<file path="src/rtl/median_pkg.sv">
// Shared definitions for the 3x3 median block: controller state encoding,
// default image geometry and the datapath latency the sync delays must match.
package median_pkg;

  localparam int DEF_H_ACTIVE   = 640;
  localparam int DEF_V_ACTIVE   = 480;
  localparam int MEDIAN_LATENCY = 9;
  localparam int DEF_FLUSH_CYC  = 4;

  typedef enum logic [2:0] {
    ST_IDLE      = 3'd0,
    ST_FLUSH     = 3'd1,
    ST_WAIT_LINE = 3'd2,
    ST_LINE      = 3'd3,
    ST_FRAME_END = 3'd4
  } ctrl_state_t;

  // Column counter increment that parks at the last valid column.
  function automatic logic [9:0] sat_inc10(input logic [9:0] val, input logic [9:0] max_val);
    return (val >= max_val) ? max_val : val + 10'd1;
  endfunction

endpackage

</file>
<file path="src/rtl/sync_delay_line.sv">
// Reset-to-zero shift register used to align sync and window-valid flags
// with the median datapath output. DEPTH of 0 is a straight wire.
module sync_delay_line #(
  parameter int WIDTH = 1,
  parameter int DEPTH = 1
) (
  input  logic             pclk,
  input  logic             rst_n,
  input  logic [WIDTH-1:0] din,
  output logic [WIDTH-1:0] dout
);

  generate
    if (DEPTH == 0) begin : g_wire
      assign dout = din;
    end else begin : g_shift
      logic [WIDTH-1:0] sr [DEPTH];

      always_ff @(posedge pclk or negedge rst_n) begin
        if (!rst_n) begin
          for (int i = 0; i < DEPTH; i++) sr[i] <= '0;
        end else begin
          sr[0] <= din;
          for (int i = 1; i < DEPTH; i++) sr[i] <= sr[i-1];
        end
      end

      assign dout = sr[DEPTH-1];
    end
  endgenerate

endmodule

</file>
<file path="src/rtl/median_window_ctrl.sv">
// Frame/line timing controller for the 3x3 median datapath: line-buffer
// enables and flush, window-valid flag and latency-matched syncs.
// Optional line-length checker enabled by defining MEDIAN_CTRL_LEN_CHECK_EN.
//
// state        | meaning
// -------------+-------------------------------------------------------
// ST_IDLE      | waiting for a frame start (vs rising edge)
// ST_FLUSH     | line buffers held in reset for FLUSH_CYC cycles
// ST_WAIT_LINE | between lines, first de-high pixel starts the line
// ST_LINE      | counting pixels of the current line
// ST_FRAME_END | one-cycle frame_done after the last line
module median_window_ctrl
  import median_pkg::*;
#(
  parameter int H_ACTIVE  = DEF_H_ACTIVE,
  parameter int V_ACTIVE  = DEF_V_ACTIVE,
  parameter int LATENCY   = MEDIAN_LATENCY,
  parameter int FLUSH_CYC = DEF_FLUSH_CYC
) (
  input  logic       pclk,
  input  logic       rst_n,
  input  logic       in_hs,
  input  logic       in_vs,
  input  logic       in_de,
  output logic       lb_wr_en,
  output logic       lb_rd_en,
  output logic       lb_rst,
  output logic [9:0] col_cnt,
  output logic [8:0] row_cnt,
  output logic       out_hs,
  output logic       out_vs,
  output logic       out_de,
  output logic       out_win_valid,
  output logic       frame_done,
  output logic       line_err
);

  localparam logic [9:0] COL_MAX    = 10'(H_ACTIVE - 1);
  localparam logic [8:0] ROW_LAST   = 9'(V_ACTIVE - 1);
  localparam logic [7:0] FLUSH_LOAD = 8'(FLUSH_CYC - 1);

  ctrl_state_t state, state_nxt;
  logic [7:0]  flush_cnt, flush_cnt_nxt;
  logic [9:0]  col_nxt;
  logic [8:0]  row_nxt;
  logic        vs_q, de_q;
  logic        vs_rise, de_fall;
  logic        pix_en;
  logic        win_in, win_q;

  always_ff @(posedge pclk or negedge rst_n) begin
    if (!rst_n) begin
      vs_q <= 1'b0;
      de_q <= 1'b0;
    end else begin
      vs_q <= in_vs;
      de_q <= in_de;
    end
  end

  assign vs_rise = in_vs & ~vs_q;
  assign de_fall = ~in_de & de_q;

  // Pixels are only accepted between lines or inside a line; the WAIT_LINE
  // pixel that starts a line is column 0 and is enabled in the same cycle.
  assign pix_en   = in_de & ((state == ST_LINE) | (state == ST_WAIT_LINE));
  assign lb_wr_en = pix_en;
  assign lb_rd_en = pix_en;
  assign lb_rst     = (state == ST_FLUSH);
  assign frame_done = (state == ST_FRAME_END);

  always_ff @(posedge pclk or negedge rst_n) begin
    if (!rst_n) begin
      state     <= ST_IDLE;
      flush_cnt <= 8'd0;
      col_cnt   <= 10'd0;
      row_cnt   <= 9'd0;
    end else begin
      state     <= state_nxt;
      flush_cnt <= flush_cnt_nxt;
      col_cnt   <= col_nxt;
      row_cnt   <= row_nxt;
    end
  end

  always_comb begin
    state_nxt     = state;
    flush_cnt_nxt = flush_cnt;
    col_nxt       = col_cnt;
    row_nxt       = row_cnt;

    if (pix_en) col_nxt = sat_inc10(col_cnt, COL_MAX);

    case (state)
      ST_IDLE: ;
      ST_FLUSH: begin
        col_nxt = 10'd0;
        row_nxt = 9'd0;
        if (flush_cnt == 8'd0) state_nxt = ST_WAIT_LINE;
        else                   flush_cnt_nxt = flush_cnt - 8'd1;
      end
      ST_WAIT_LINE: begin
        if (in_de) state_nxt = ST_LINE;
      end
      ST_LINE: begin
        if (de_fall) begin
          col_nxt = 10'd0;
          if (row_cnt == ROW_LAST) begin
            row_nxt   = 9'd0;
            state_nxt = ST_FRAME_END;
          end else begin
            row_nxt   = row_cnt + 9'd1;
            state_nxt = ST_WAIT_LINE;
          end
        end
      end
      ST_FRAME_END: state_nxt = ST_IDLE;
      default:      state_nxt = ST_IDLE;
    endcase

    // A frame start wins over everything, including a line in progress.
    if (vs_rise) begin
      state_nxt     = ST_FLUSH;
      flush_cnt_nxt = FLUSH_LOAD;
      col_nxt       = 10'd0;
      row_nxt       = 9'd0;
    end
  end

  // Window centred at (row-1, col-1) needs two lines and two columns behind it.
  assign win_in = pix_en & (row_cnt >= 9'd2) & (col_cnt >= 10'd2);

  always_ff @(posedge pclk or negedge rst_n) begin
    if (!rst_n) win_q <= 1'b0;
    else        win_q <= win_in;
  end

  sync_delay_line #(.WIDTH(3), .DEPTH(LATENCY)) u_sync_dly (
    .pclk  (pclk),
    .rst_n (rst_n),
    .din   ({in_hs, in_vs, in_de}),
    .dout  ({out_hs, out_vs, out_de})
  );

  sync_delay_line #(.WIDTH(1), .DEPTH(LATENCY - 1)) u_win_dly (
    .pclk  (pclk),
    .rst_n (rst_n),
    .din   (win_q),
    .dout  (out_win_valid)
  );

`ifdef MEDIAN_CTRL_LEN_CHECK_EN
  // Separate length counter: col_cnt saturates and cannot see overlong lines.
  logic [10:0] len_cnt;
  logic        line_err_q;

  always_ff @(posedge pclk or negedge rst_n) begin
    if (!rst_n) begin
      len_cnt    <= 11'd0;
      line_err_q <= 1'b0;
    end else if (vs_rise) begin
      len_cnt    <= 11'd0;
      line_err_q <= 1'b0;
    end else if ((state == ST_LINE) && de_fall) begin
      len_cnt    <= 11'd0;
      line_err_q <= line_err_q | (len_cnt != 11'(H_ACTIVE));
    end else if (state == ST_FLUSH) begin
      len_cnt <= 11'd0;
    end else if (pix_en && (len_cnt != 11'h7FF)) begin
      len_cnt <= len_cnt + 11'd1;
    end
  end

  assign line_err = line_err_q;
`else
  assign line_err = 1'b0;
`endif

endmodule

</file>
<file path="config.mk">
export PLATFORM = sky130hd
export DESIGN_NAME = median_window_ctrl
export DESIGN_NICKNAME = d
export VERILOG_FILES = /design/src/rtl/median_pkg.sv /design/src/rtl/sync_delay_line.sv /design/src/rtl/median_window_ctrl.sv
export SDC_FILE = /design/constraint.sdc
export NUM_CORES = 1
export LEC_CHECK = 0
export ABC_AREA = 1
export CORE_MARGIN = 10
export CORE_UTILIZATION = 55
export DETAILED_ROUTE_END_ITERATION = 7
export PLACE_DENSITY = 0.76
export SYNTH_ARGS = -nofsm -noshare
export SYNTH_HDL_FRONTEND = slang
export SYNTH_SLANG_ARGS = --single-unit
</file>
<file path="constraint.sdc">
create_clock -name pclk -period 1.7 [get_ports pclk]
set_input_delay 0.17 -clock pclk [delete_from_list [all_inputs] [get_ports pclk]]
set_output_delay 0.17 -clock pclk [all_outputs]
set_load 0.02 [all_outputs]
</file>
After elaboration in Yosys (flattened, before gate mapping) --
Cells that the tools add are included. Widths: inputs -> output; s select.
Storage, ports and cells: logic and storage cells 73, input bits 5, bits in read-only memories 0, latch bits 0, memory bits (writable) 0, output and inout bits 28, memories 0, flip-flop bits (word level) 68
Cells by class: bitwise operators 8, $mul 0, equal/unequal tests 10, divide/modulo/power cells 0, reduce and logical (&&, ||, !) cells 7, magnitude comparators 3, add/sub/neg operators 3, mux-type cells 18, shift operators 0
Operators by type and width (number):
- $mux 10 | 4
- $mux 9 | 3
- $mux 8 | 3
- $pmux 10 s2 | 1
- $pmux 9 s2 | 1
- $mux 3 | 5
- $pmux 3 s4 | 1
- $add 10x1->10 const B | 1
- $ge 10x10->1 const B | 1
- $ge 10x2->1 const B | 1
- $add 9x1->9 const B | 1
- $eq 9x9->1 const B | 1
- $ge 9x2->1 const B | 1
- $logic_not 8->1 | 1
- $sub 8x1->8 const B | 1
- $eq 3x2->1 const B | 2
- $ne 3x3->1 const B | 2
- $and 1x1->1 | 5
- $ne 2x2->1 const B | 2
- $reduce_and 2->1 | 2
- $reduce_and 4->1 | 1
- $eq 3x1->1 const B | 1
- $eq 3x3->1 const B | 1
- $logic_not 3->1 | 1
- other kinds (5) | 6

Depth between registers and ports, before layout --
depth after elaboration 7, depth in mapped cells 11, mapped depth without buffers 11

Cells and area by module --
A second synthesis with hierarchy kept.
Second synthesis, totals: cell total of the unflattened synthesis 300, area total of the unflattened synthesis 2929.1 um^2
Modules (own cells, without submodules):
- median_window_ctrl | cells an instance 262, times used 1, area an instance 2030.7 um^2, sequential area each 825.8 um^2
- sync_delay_line at u_sync_dly | cells an instance 30, times used 1, area an instance 698.2 um^2, sequential area each 675.6 um^2
- sync_delay_line at u_win_dly | cells an instance 8, times used 1, area an instance 200.2 um^2, sequential area each 200.2 um^2

Least setup slack after synthesis --
OpenSTA, ideal clock, no wires.
path kind reg2reg, start point register row_cnt[1], end point register row_cnt[5], slack 0.208 ns, clock period less this slack 1.492 ns, stages on the path, launching flop included 11, setup time 0.113 ns, arrival 1.379 ns, data required time 1.587 ns, cell sequence dfrtp_1 > ha_1 > nand3_1 > nor2_1 > nand2_1 > nand2_1 > inv_2 > nand2_1 > nand2_1 > nand2_1 > inv_1
Between the ends: cells in the longest elaborated chain, start to end 5, elaborated cells on any way between the ends 6, those cells by class 1 x add/sub; 1 x eq/ne; 4 x mux
Ends and longest elaborated chain:
- start: declaration | RTL line median_window_ctrl.sv:29 | output logic [8:0] row_cnt,
- start signal: assignment | RTL line median_window_ctrl.sv:82 | row_cnt <= row_nxt;
- $add 9x1->9 / $eq 9x9->1 (equally long branches) | RTL line median_window_ctrl.sv:112, median_window_ctrl.sv:108
- $mux 9 (*) | RTL line median_window_ctrl.sv:108 | if (row_cnt == ROW_LAST) begin
- $mux 9 (*) | RTL line median_window_ctrl.sv:106 | if (de_fall) begin
- $pmux 9 s2 (*) | RTL line median_window_ctrl.sv:94 | case (state)
- $mux 9 (*) | RTL line median_window_ctrl.sv:122 | if (vs_rise) begin
Mark *: on every way between the ends. The rest lies on a longest branch, timed or not. The select of a mux whose other input is x is not followed. A chain may end at the register's enable or synchronous reset.

Worst setup path after layout --
start point register col_cnt[1], end point output col_cnt[1]
RTL lines:
- start: declaration | RTL line median_window_ctrl.sv:28 | output logic [9:0] col_cnt,
- start signal: assignment | RTL line median_window_ctrl.sv:81 | col_cnt <= col_nxt;
No word-level cell between the ends.

==> impl_metrics.ini <==
[status]
run_status = finished, final reports clean

[pwr]
clockPowerShare_pct = 29.7
power_leakage_nw = 1.72
netSwitchingPower_mw = 1.56
combPwrFrac_pct = 27.7
powerDensity_nw_per_um2 = 1270
netSwitchingFraction_pct = 35.5
p_seq_share_pct = 42.7
internal_power_mw = 2.82
peakVddDrop_uv = 1080

[clocking]
ctsLongestPathBuffers = 2
htree_levels = 3
post-cts-setup-buffers = 0
clkTransAtPathRegs_ns = 0.08
cts_buffers = 9
cts.sinks = 66
cts_tree = done
clkLatencyLatePin_ns = 0.35
clockRootBuffer = clkbuf_8

[yosys]
synth_seq_cells = 66
synth_top_family_by_area = simple AND/OR/NAND/NOR gates
synth-xor-area-share_pct = 2.82
avgSynthCellArea_um2 = 9.38
syn-num-nets = 309
syn-cell-area_um2 = 2790
post_synth_and_or_nand_nor_area_fraction_pct = 21.7
netlist.area_leader.share_pct = 59.1
yosysMostFrequentCell = dfrtp_1
synth_compound_area_share_pct = 6.05
ys_seq_area_share_pct = 59.1
synthFlopType = dfrtp_1
synthMuxAreaShare_pct = 0
synth_edf_count = 0
synthTopCellsByCount = dfrtp_1 (66), nand2_1 (49), inv_1 (40)
synth_area_leaders = dfrtp_1 (59%), nand2_1 (6.6%), inv_1 (5.4%)
synthAdderAreaFrac_pct = 2.69
async_reset_ff_share_pct = 100
synth.distinct_cells = 29
yosys_warnings = 0
yosysTopAreaCell = dfrtp_1
synthCells = 298

[critical_path]
cp_cell_sequence = clkdlybuf4s50_1
path_delay_family = buffers and inverters
worst-path-buf-inv = 1
required_ns = 1.53
r2r_slack_ns = 0.12
slowest_stage = clkdlybuf4s50_1
slowest_delay_ns = 0.65
path_max_fanout = 6
critPathArrivalTime_ns = 1.45
critical_path_class = flop to output port
worstSetupEndpointType = output port
start_kind = flop

[global_routing]
grt_pass1_wl_um = 10200
grt.overflow.total = 0
grt.total_usage_pct = 15.0
antenna_found_initial = 0
grt_pass1_vias = 2254
grt_start_max_net_pins = 57

[sta]
finalHoldViolations = 0
fin_crit_sh_pct = 95.4
rsz0062_at_grt = false
fin_ws_ns = 0.0785
skew_ns = 0.0129
final.min_clock_period_ns = 1.62
setup_tns_ns = 0
drv_slew = 0
setup_viol = 0
whs_ns = 0.234
fmaxAchievable_mhz = 617

[route]
routed_via_density = 5.12
vias = 2141
drt_iter0_markers = 101
drtPass1Iterations = 5
final_antenna_net_count = 0
routedWlPerCell_um = 13.9
drc = 0
finalWirelength_um = 5810

[placement]
pre_cts_slack_ns = 0.00612
port_buffers = 31
hpwl_um = 3970
gp_congestion = 0.915

[finish]
fillCellCount = 359
area_growth_pct = 23.2
drive_gt1_share_pct = 13.7
postLayoutCoreUtil_pct = 71.5
diodes = 0
nets = 357

[floorplan]
core_area_um2 = 4820
dieArea_um2 = 8330
start_util_pct = 58.0
num_rows = 25
die_h_um = 91.3
die_w_um = 91.3
ios = 33

[run]
maxCapViolations = 0

[worst_hold_path]
hold_class = input pin to asynchronous set/reset pin
-- logic make-up (layout without fill, tap and decap cells) --
family | after synthesis | after routing
other | 1 | 1
buffers and inverters | 52 | 105
AO/OA/AOI/OAI | 31 | 31
XOR/XNOR | 9 | 9
AND/OR/NAND/NOR | 133 | 133
adder cells (fa/ha/maj) | 6 | 6
flip-flops | 66 | 66
-- routing by layer --
metal	global-route usage, %	up-vias	part of all wire, %
li1	-	1040	-
met2	24.5	73	48
met1	17.2	1015	43
met5	0	-	0
met4	6.40	0	1.9
met3	5.68	13	7.3
-- path summary, 6_finish.rpt --
path | endpoint | startpoint | depth (start not counted)
max | col_cnt[1] | col_cnt[1]$_DFF_PN0_ | 1
min in group pclk | u_sync_dly.g_shift.sr[26]$_DFF_PN0_ | in_hs | 1
min | u_sync_dly.dout[2]$_DFF_PN0_ | rst_n | 2
max reg2reg | col_cnt[8]$_DFF_PN0_ | col_cnt[1]$_DFF_PN0_ | 9
min reg2reg | u_sync_dly.g_shift.sr[3]$_DFF_PN0_ | u_sync_dly.g_shift.sr[6]$_DFF_PN0_ | 0
max in group asynchronous | flush_cnt[2]$_DFFE_PN0P_ | rst_n | 3
-- power by group through the flow --
stage | logic [mW] | clock network, mW | registers (mW)
6_report | 1.21 | 1.30 | 1.87
3_5_place_dp | 1.22 | 0 | 1.89
5_1_grt | 1.39 | 1.40 | 1.89
2_1_floorplan | 0.844 | 0 | 1.89
4_1_cts | 1.22 | 1.33 | 1.87
3_3_place_gp | 1.17 | 0 | 1.88
-- stage by stage --
stage / instances / power [mW] / instance area (um^2)
5_1_grt: 418 / 4.68 / 3440
2_1_floorplan: 298 / 2.73 / 2790
3_3_place_gp: 401 / 3.05 / 3230
3_5_place_dp: 401 / 3.10 / 3230
4_1_cts: 418 / 4.41 / 3430
6_report: 418 / 4.38 / 3440
-- state kept, by name, indices dropped and copies added, names as in the netlist --
register	flops
col_cnt	10
u_win_dly.dout	1
flush_cnt	8
u_sync_dly.dout	3
state	3
u_win_dly.g_shift.sr	7
u_sync_dly.g_shift.sr	24
win_q	1
row_cnt	9
-- cell type report --
class / instances / area (um^2) / area share [%]
well taps: 67 / 83.8 / 2.44
inverters: 49 / 184 / 5.34
repair buffers: 40 / 389 / 11.3
flip-flops and latches: 66 / 1650 / 48.0
clock inverters: 6 / 66.3 / 1.93
clock buffers: 10 / 128 / 3.71
multi-input cells: 180 / 940 / 27.3
-- what timing repair did --
action / in CTS / in global routing
setup endpoints to repair: 4 / 7
hold buffers: 1 / 0
hold endpoints to repair: 10 / 0
gates cloned: 0 / 0
gates resized for setup: 4 / 6
pin swaps: 0 / 1
-- placed cells by master, fill, tap and decap left out, types with 2 or more instances in the layout --
cell type,synthesis,layout
dfrtp_1,66,66
nand2_1,49,49
inv_1,40,40
nor2_1,32,30
nand3_1,25,25
clkdlybuf4s50_1,0,24
a21oi_1,10,10
inv_2,9,9
o21ai_1,9,9
clkbuf_8,0,9
xor2_1,8,8
nor3_1,8,8
nand4_1,7,7
buf_4,2,7
nor2_2,3,5
o21ai_0,5,5
ha_1,6,5
nand2_2,3,3
clkinvlp_4,0,3
dlygate4sd2_1,0,3
o21a_1,2,2
a31oi_1,2,2
o22ai_1,2,2
dlymetal6s2s_1,0,2
(Power assumes the default switching activity.)
